===== config.mk =====
export PLATFORM = sky130hd
export DESIGN_NAME = eth_host_if_flat
export DESIGN_NICKNAME = d
export VERILOG_FILES = /design/src/rtl/eth_pkg.sv /design/src/rtl/eth_host_if_if.sv /design/src/rtl/eth_addr_dec.sv /design/src/rtl/eth_host_if.sv /design/src/flat_wrapper.sv
export SDC_FILE = /design/constraint.sdc
export NUM_CORES = 1
export LEC_CHECK = 0
export CORE_UTILIZATION = 37
export DETAILED_ROUTE_END_ITERATION = 8
export HOLD_SLACK_MARGIN = 0.03
export PLACE_DENSITY = 0.94
export SETUP_SLACK_MARGIN = 0.02
export SYNTH_ARGS = -nofsm -noshare
export SYNTH_HDL_FRONTEND = slang
export SYNTH_SLANG_ARGS = --single-unit

===== constraint.sdc =====
create_clock -name clk -period 3.5 [get_ports clk]
set_input_delay 0.7 -clock clk [delete_from_list [all_inputs] [get_ports clk]]
set_output_delay 0.7 -clock clk [all_outputs]
set_load 0.01 [all_outputs]

===== src/rtl/eth_pkg.sv =====
// Shared constants for the Ethernet host register interface: register
// address map, select width and FSM state encoding.
package eth_pkg;

  localparam int ETH_ADR_W    = 4;
  localparam int ETH_NUM_REGS = 14;

  localparam logic [ETH_ADR_W-1:0] ETH_ADR_MAC0   = 4'h0;
  localparam logic [ETH_ADR_W-1:0] ETH_ADR_MAC1   = 4'h1;
  localparam logic [ETH_ADR_W-1:0] ETH_ADR_MAC2   = 4'h2;
  localparam logic [ETH_ADR_W-1:0] ETH_ADR_MULT0  = 4'h3;
  localparam logic [ETH_ADR_W-1:0] ETH_ADR_MULT1  = 4'h4;
  localparam logic [ETH_ADR_W-1:0] ETH_ADR_MULT2  = 4'h5;
  localparam logic [ETH_ADR_W-1:0] ETH_ADR_TXALR  = 4'h6;
  localparam logic [ETH_ADR_W-1:0] ETH_ADR_MINLR  = 4'h7;
  localparam logic [ETH_ADR_W-1:0] ETH_ADR_MAXLR  = 4'h8;
  localparam logic [ETH_ADR_W-1:0] ETH_ADR_CR     = 4'h9;
  localparam logic [ETH_ADR_W-1:0] ETH_ADR_RXCR   = 4'hA;
  localparam logic [ETH_ADR_W-1:0] ETH_ADR_TXDDR  = 4'hB;
  localparam logic [ETH_ADR_W-1:0] ETH_ADR_RXDTR  = 4'hC;
  localparam logic [ETH_ADR_W-1:0] ETH_ADR_RXDWTR = 4'hD;

  // Transfer FSM: one cycle to access the register file, one cycle of ack,
  // then park until the host releases req.
  typedef enum logic [1:0] {
    ST_IDLE     = 2'd0,
    ST_ACCESS   = 2'd1,
    ST_ACK      = 2'd2,
    ST_WAIT_REL = 2'd3
  } eth_state_e;

endpackage


===== src/rtl/eth_host_if_if.sv =====
// Host-side bus of the Ethernet register interface.
//
// Handshake (four-phase): the host raises req with we/addr/wdata stable for
// the edge that samples it; the block later pulses ack for exactly one cycle
// (err and a read's rdata are meaningful from that cycle); the host must then
// drop req before another transfer can begin.
interface eth_host_if_if
  import eth_pkg::*;
#(
  parameter int WIDTH = 16
);
  logic                 req;
  logic                 we;
  logic [ETH_ADR_W-1:0] addr;
  logic [WIDTH-1:0]     wdata;
  logic                 ack;
  logic                 err;
  logic [WIDTH-1:0]     rdata;

  modport master (output req, we, addr, wdata, input ack, err, rdata);
  modport slave  (input req, we, addr, wdata, output ack, err, rdata);
endinterface


===== src/rtl/eth_addr_dec.sv =====
// Turns the latched register address into a one-hot register select and
// flags addresses beyond the last register as unmapped.
module eth_addr_dec
  import eth_pkg::*;
(
  input  logic [ETH_ADR_W-1:0]    addr,
  output logic [ETH_NUM_REGS-1:0] sel,
  output logic                    unmapped
);

  // One select bit per mapped register; all zero for unmapped addresses.
  always_comb begin
    sel      = '0;
    unmapped = (addr > ETH_ADR_RXDWTR);
    for (int i = 0; i < ETH_NUM_REGS; i++) begin
      sel[i] = (addr == ETH_ADR_W'(i));
    end
  end

endmodule


===== src/rtl/eth_host_if.sv =====
// Host register interface for the Ethernet MAC: runs the req/ack handshake,
// drives one-cycle write strobes into the register file and returns
// zero-extended readback values.
module eth_host_if
  import eth_pkg::*;
#(
  parameter int WIDTH = 16
) (
  input  logic             clk,
  input  logic             res,
  eth_host_if_if.slave     bus,
  output logic [WIDTH-1:0] data,
  output logic             write_mac_0,
  output logic             write_mac_1,
  output logic             write_mac_2,
  output logic             write_mult_0,
  output logic             write_mult_1,
  output logic             write_mult_2,
  output logic             write_txalr,
  output logic             write_minlr,
  output logic             write_maxlr,
  output logic             write_cr,
  output logic             write_rxcr,
  output logic             write_txddr,
  output logic             write_rxdtr,
  output logic             write_rxdwtr,
  input  logic [47:0]      mac_adr,
  input  logic [47:0]      multicast_adr,
  input  logic [4:0]       txalr,
  input  logic [9:0]       minlr,
  input  logic [12:0]      maxlr,
  input  logic             cr,
  input  logic [11:0]      rxcr,
  input  logic [1:0]       txddr,
  input  logic [7:0]       rxdtr,
  input  logic [15:0]      rxdwtr,
  output eth_state_e       dbg_state
);

  eth_state_e              state, state_nx;
  logic                    we_q;
  logic [ETH_ADR_W-1:0]    addr_q;
  logic [ETH_NUM_REGS-1:0] sel;
  logic                    unmapped;
  logic [WIDTH-1:0]        rb_mux;
  logic [WIDTH-1:0]        rdata_q;
  logic                    ack_c;
  logic                    err_c;
  logic                    wr_en;
  logic                    latch_en;

  eth_addr_dec u_dec (
    .addr     (addr_q),
    .sel      (sel),
    .unmapped (unmapped)
  );

  // Transfer state register; reset aborts whatever transfer is in flight.
  always_ff @(posedge clk or negedge res) begin
    if (!res) state <= ST_IDLE;
    else      state <= state_nx;
  end

  // Next-state and handshake outputs.
  always_comb begin
    state_nx = state;
    ack_c    = 1'b0;
    err_c    = 1'b0;
    case (state)
      ST_IDLE:     if (bus.req) state_nx = ST_ACCESS;
      ST_ACCESS:   state_nx = ST_ACK;
      ST_ACK: begin
        ack_c    = 1'b1;
        err_c    = unmapped;
        state_nx = ST_WAIT_REL;
      end
      ST_WAIT_REL: if (!bus.req) state_nx = ST_IDLE;
      default:     state_nx = ST_IDLE;
    endcase
  end

  assign latch_en = (state == ST_IDLE) && bus.req;
  assign wr_en    = (state == ST_ACCESS) && we_q;

  // Capture the request when it is accepted so later bus changes cannot
  // disturb the transfer; data only moves on writes so it holds between them.
  always_ff @(posedge clk or negedge res) begin
    if (!res) begin
      we_q   <= 1'b0;
      addr_q <= '0;
      data   <= '0;
    end else if (latch_en) begin
      we_q   <= bus.we;
      addr_q <= bus.addr;
      if (bus.we) data <= bus.wdata;
    end
  end

  // Readback mux: narrow registers are zero-extended; unmapped selects nothing.
  always_comb begin
    rb_mux = '0;
    if (sel[ETH_ADR_MAC0])   rb_mux = rb_mux | mac_adr[15:0];
    if (sel[ETH_ADR_MAC1])   rb_mux = rb_mux | mac_adr[31:16];
    if (sel[ETH_ADR_MAC2])   rb_mux = rb_mux | mac_adr[47:32];
    if (sel[ETH_ADR_MULT0])  rb_mux = rb_mux | multicast_adr[15:0];
    if (sel[ETH_ADR_MULT1])  rb_mux = rb_mux | multicast_adr[31:16];
    if (sel[ETH_ADR_MULT2])  rb_mux = rb_mux | multicast_adr[47:32];
    if (sel[ETH_ADR_TXALR])  rb_mux = rb_mux | WIDTH'(txalr);
    if (sel[ETH_ADR_MINLR])  rb_mux = rb_mux | WIDTH'(minlr);
    if (sel[ETH_ADR_MAXLR])  rb_mux = rb_mux | WIDTH'(maxlr);
    if (sel[ETH_ADR_CR])     rb_mux = rb_mux | WIDTH'(cr);
    if (sel[ETH_ADR_RXCR])   rb_mux = rb_mux | WIDTH'(rxcr);
    if (sel[ETH_ADR_TXDDR])  rb_mux = rb_mux | WIDTH'(txddr);
    if (sel[ETH_ADR_RXDTR])  rb_mux = rb_mux | WIDTH'(rxdtr);
    if (sel[ETH_ADR_RXDWTR]) rb_mux = rb_mux | WIDTH'(rxdwtr);
  end

  // Read data is loaded only by reads (mapped or not) and then held.
  always_ff @(posedge clk or negedge res) begin
    if (!res)                                rdata_q <= '0;
    else if ((state == ST_ACCESS) && !we_q) rdata_q <= rb_mux;
  end

  assign bus.ack   = ack_c;
  assign bus.err   = err_c;
  assign bus.rdata = rdata_q;
  assign dbg_state = state;

  assign write_mac_0  = wr_en && sel[ETH_ADR_MAC0];
  assign write_mac_1  = wr_en && sel[ETH_ADR_MAC1];
  assign write_mac_2  = wr_en && sel[ETH_ADR_MAC2];
  assign write_mult_0 = wr_en && sel[ETH_ADR_MULT0];
  assign write_mult_1 = wr_en && sel[ETH_ADR_MULT1];
  assign write_mult_2 = wr_en && sel[ETH_ADR_MULT2];
  assign write_txalr  = wr_en && sel[ETH_ADR_TXALR];
  assign write_minlr  = wr_en && sel[ETH_ADR_MINLR];
  assign write_maxlr  = wr_en && sel[ETH_ADR_MAXLR];
  assign write_cr     = wr_en && sel[ETH_ADR_CR];
  assign write_rxcr   = wr_en && sel[ETH_ADR_RXCR];
  assign write_txddr  = wr_en && sel[ETH_ADR_TXDDR];
  assign write_rxdtr  = wr_en && sel[ETH_ADR_RXDTR];
  assign write_rxdwtr = wr_en && sel[ETH_ADR_RXDWTR];

endmodule

===== src/flat_wrapper.sv =====
// flat-port wrapper written by rule: the top's interface ports become plain ports
module eth_host_if_flat import eth_pkg::*;
#(
  parameter int WIDTH = 16
)
  (clk, res, data, write_mac_0, write_mac_1, write_mac_2, write_mult_0, write_mult_1, write_mult_2, write_txalr, write_minlr, write_maxlr, write_cr, write_rxcr, write_txddr, write_rxdtr, write_rxdwtr, mac_adr, multicast_adr, txalr, minlr, maxlr, cr, rxcr, txddr, rxdtr, rxdwtr, dbg_state, bus_req, bus_we, bus_addr, bus_wdata, bus_ack, bus_err, bus_rdata);
  eth_host_if_if #(.WIDTH(WIDTH)) bus_i ();
  input  logic clk;
  input  logic res;
  output logic [WIDTH-1:0] data;
  output logic write_mac_0;
  output logic write_mac_1;
  output logic write_mac_2;
  output logic write_mult_0;
  output logic write_mult_1;
  output logic write_mult_2;
  output logic write_txalr;
  output logic write_minlr;
  output logic write_maxlr;
  output logic write_cr;
  output logic write_rxcr;
  output logic write_txddr;
  output logic write_rxdtr;
  output logic write_rxdwtr;
  input  logic [47:0] mac_adr;
  input  logic [47:0] multicast_adr;
  input  logic [4:0] txalr;
  input  logic [9:0] minlr;
  input  logic [12:0] maxlr;
  input  logic cr;
  input  logic [11:0] rxcr;
  input  logic [1:0] txddr;
  input  logic [7:0] rxdtr;
  input  logic [15:0] rxdwtr;
  output eth_state_e dbg_state;
  input wire logic [$bits(bus_i.req)-1:0] bus_req;
  input wire logic [$bits(bus_i.we)-1:0] bus_we;
  input wire logic [$bits(bus_i.addr)-1:0] bus_addr;
  input wire logic [$bits(bus_i.wdata)-1:0] bus_wdata;
  output wire logic [$bits(bus_i.ack)-1:0] bus_ack;
  output wire logic [$bits(bus_i.err)-1:0] bus_err;
  output wire logic [$bits(bus_i.rdata)-1:0] bus_rdata;
  assign bus_i.req = bus_req;
  assign bus_i.we = bus_we;
  assign bus_i.addr = bus_addr;
  assign bus_i.wdata = bus_wdata;
  assign bus_ack = bus_i.ack;
  assign bus_err = bus_i.err;
  assign bus_rdata = bus_i.rdata;
  eth_host_if #(.WIDTH(WIDTH)) u_core (.clk(clk), .res(res), .bus(bus_i), .data(data), .write_mac_0(write_mac_0), .write_mac_1(write_mac_1), .write_mac_2(write_mac_2), .write_mult_0(write_mult_0), .write_mult_1(write_mult_1), .write_mult_2(write_mult_2), .write_txalr(write_txalr), .write_minlr(write_minlr), .write_maxlr(write_maxlr), .write_cr(write_cr), .write_rxcr(write_rxcr), .write_txddr(write_txddr), .write_rxdtr(write_rxdtr), .write_rxdwtr(write_rxdwtr), .mac_adr(mac_adr), .multicast_adr(multicast_adr), .txalr(txalr), .minlr(minlr), .maxlr(maxlr), .cr(cr), .rxcr(rxcr), .txddr(txddr), .rxdtr(rxdtr), .rxdwtr(rxdwtr), .dbg_state(dbg_state));
endmodule

==> impl_metrics.tcl <==
set metrics [dict create \
    worst_slack_ns 0.483 \
    outcome "complete, no violations" \
    grt_busiest_layer "met2" \
    dp.cells 642 \
    path_clk_slew_ns 0.08 \
    chipWidth_microns 93.1 \
    synth_ff_type "dfrtp_1" \
    synthDistinctLibCells 45 \
    path_max_fanout 8 \
    track_usage_pct 28.4 \
    final_nets 739 \
    ant_nets 0 \
    overflow 0 \
    maxSlewViolCount 0 \
    fin_worst_skew_ns 0.00622 \
    leakage_nw 2.24 \
    cts_max_level 2 \
    final_cell_mix "clkdlybuf4s50_1 (235), mux2i_1 (46), dfrtp_1 (37)" \
    avgViaCountPerCell 5.47 \
    setup_viol 0 \
    holdWs_ns 0.508 \
    slew_headroom_pct 31.3 \
    wire_per_inst_microns 19.3 \
    startpoint_type "flop" \
    synth.cell_area_sq_mm 0.00307 \
    ys_warn_count 0 \
    critPathMaxStageDelay_ns 0.56 \
    critPathCaptureType "output port" \
    min_period_ns 3.02 \
    holdBufCountCts 0 \
    path_buf_inv 1 \
    ioPinCount 237 \
    syn_avg_cell_area_sq_um 9.54 \
    utilization_pct 71.0 \
    timing_hold_violations_final 0 \
    area_growth_pct 82.2 \
    core_sq_mm 0.00789 \
    first_global_vias 3716 \
    ctsRootBufferMaster "clkbuf_8" \
    fin_area_sq_mm 0.00560 \
    post-route-drc-count 0 \
    fp.dieArea_sq_mm 0.00867 \
    power_mw 3.82 \
    worstMarginPinSlew_ns 1.03 \
    fin_crit_sh_pct 86.2 \
    dpl_cell_area_sq_mm 0.00546 \
    ys_ff_latch 39 \
    maxCapViolations 0 \
    hold_class "flop to flop" \
    cts.sinks 39 \
    grt_pass1_wl_microns 18900 \
    finalNonFillerCells 650 \
    dp_hpwl_microns 9960 \
    rows 32 \
    max_freq_mhz 331 \
    clockBufferDepth 2 \
    cts_buffers 5 \
    grt_antenna_before_repair 0 \
    first_pass_iters 5 \
    irDropWorstVdd_uv 549 \
    post-cts-setup-buffer-count 0 \
    synthArstFlopShare_pct 100 \
    met3_usage_pct 5.93 \
    cpLargestDelayFamily "simple AND/OR/NAND/NOR gates" \
    crit_path_top_delay_cell "clkdlybuf4s50_1" \
    grt_max_degree 58 \
    power_density_mw_per_mm2 682 \
    path_class "flop to output port" \
    place_ws_ns 0.832 \
    port_buffers 236 \
    grt_use_met1_pct 34.0 \
    fin_setup_tns_ns 0 \
    cts_tree "yes" \
    rsz0062_at_grt "no" \
    start_util_pct 39.0 \
    synthesis.nets 514 \
    final_common_cell "clkdlybuf4s50_1" \
    synth_edf_count 0 \
    gr-usage-met2_pct 50.1 \
    drive_above_1_share_pct 8.58 \
    cts_resized 0 \
    die_h_microns 93.1 \
    routed_wl_microns 12600 \
    place.gp.congestion 0.920 \
    n_fill_cell 602 \
    drtIter0Drc 164 \
    num_vias 3555 \
    cp.required_ns 2.80 \
    num_antenna_cells 0 \
    yosysSeqAreaShare_pct 31.8 \
    clock_latency_ns 0.29 \
    arrival_ns 2.32 \
    worstPathCellList "nand3b_1 -> nor2_1 -> and3_1 -> clkdlybuf4s50_1" \
    synthCells 322 \
]
[path summary, 6_finish.rpt]
kind	from	to	slack, ns	depth (start not counted)
worst max register to register	u_core.addr_q[0]	u_core.bus.rdata[3]	1.06	5
max in group asynchronous	res	u_core.addr_q[0]	2.28	1
worst min register to register	u_core.bus.rdata[0]	u_core.bus.rdata[0]	0.51	1
min in group asynchronous	res	u_core.bus.rdata[13]	0.54	1
worst min-delay path	u_core.bus.rdata[0]	u_core.bus.rdata[0]	0.51	1
worst max-delay path	u_core.addr_q[1]	write_rxdwtr	0.48	4
[where the power goes]
group          total, mW  leakage [nW]  internal [mW]  switching [mW]
clock network      0.459        0.0644          0.285           0.174
logic               2.50          1.72           1.27            1.23
registers          0.861         0.453          0.688           0.173
total               3.82          2.24           2.24            1.57
[synthesized netlist by cell type, types with 2 or more instances]
library cell | instances | area (sq um)
ha_1 | 5 | 62.6
buf_6 | 3 | 33.8
nand2b_1 | 5 | 31.3
dfrtp_1 | 39 | 976
nor2_1 | 36 | 135
and3_1 | 4 | 25.0
clkbuf_1 | 4 | 15.0
a211oi_1 | 2 | 15.0
nor3_1 | 6 | 30.0
o21bai_1 | 2 | 15.0
inv_1 | 6 | 22.5
nand3_1 | 2 | 10.0
mux4_1 | 4 | 105
buf_2 | 11 | 55.1
o2bb2ai_1 | 8 | 70.1
mux2_2 | 22 | 248
o21ai_0 | 12 | 60.1
a22oi_1 | 8 | 60.1
nand2_1 | 16 | 60.1
a22o_1 | 3 | 26.3
mux2i_1 | 46 | 460
or3b_2 | 2 | 17.5
a221oi_1 | 2 | 17.5
o32a_1 | 6 | 60.1
or2_2 | 4 | 25.0
and2_1 | 4 | 25.0
buf_4 | 4 | 30.0
a31oi_1 | 5 | 31.3
nor2b_1 | 7 | 43.8
o221ai_1 | 3 | 26.3
nand3b_1 | 2 | 15.0
nor4_1 | 2 | 12.5
o22ai_1 | 10 | 62.6
a41oi_1 | 3 | 26.3
a21oi_1 | 14 | 70.1
[cells by family (layout without fill, tap and decap cells)]
family | count (synthesis) | after routing | synth area share (%)
flip-flops | 39 | 39 | 31.8
adder cells (fa/ha/maj) | 5 | 5 | 2.04
AO/OA/AOI/OAI | 81 | 81 | 18.4
AND/OR/NAND/NOR | 95 | 95 | 15.4
multiplexers | 73 | 73 | 27.2
buffers and inverters | 29 | 255 | 5.21
[worst register-to-register path, delay by kind of cell, from the launching register on]
family	cells	cell delay [ns]
flip-flops	1	0.41
AND/OR/NAND/NOR	1	0.15
multiplexers	1	0.70
buffers and inverters	1	0.62
AO/OA/AOI/OAI	2	0.41
[layout make-up]
cell class                 instances  area (sq um)  area share [%]
tap                              102           128            2.28
multi-input combinational        254          1940            34.6
inverter                           6          22.5           0.402
timing repair buffer             241          2390            42.8
sequential                        39           978            17.5
clock inverter                     3          67.6            1.21
clock buffer                       5          68.8            1.23
[registers in the layout, summed over array words and instances, names as in the netlist]
signal and count:
u_core.data 16, u_core.dbg_state 2, u_core.addr_q 4, u_core.bus.rdata 16
u_core.we_q 1
[layer usage]
metal	vias to the layer above	part of all wire, %	wire, microns
met1	1674	38	4800
met2	189	50	6260
li1	1664	-	-
met5	-	0	0
met3	28	9.1	1140
met4	0	2.9	363
Note: power is estimated with default switching activity, not from simulation.
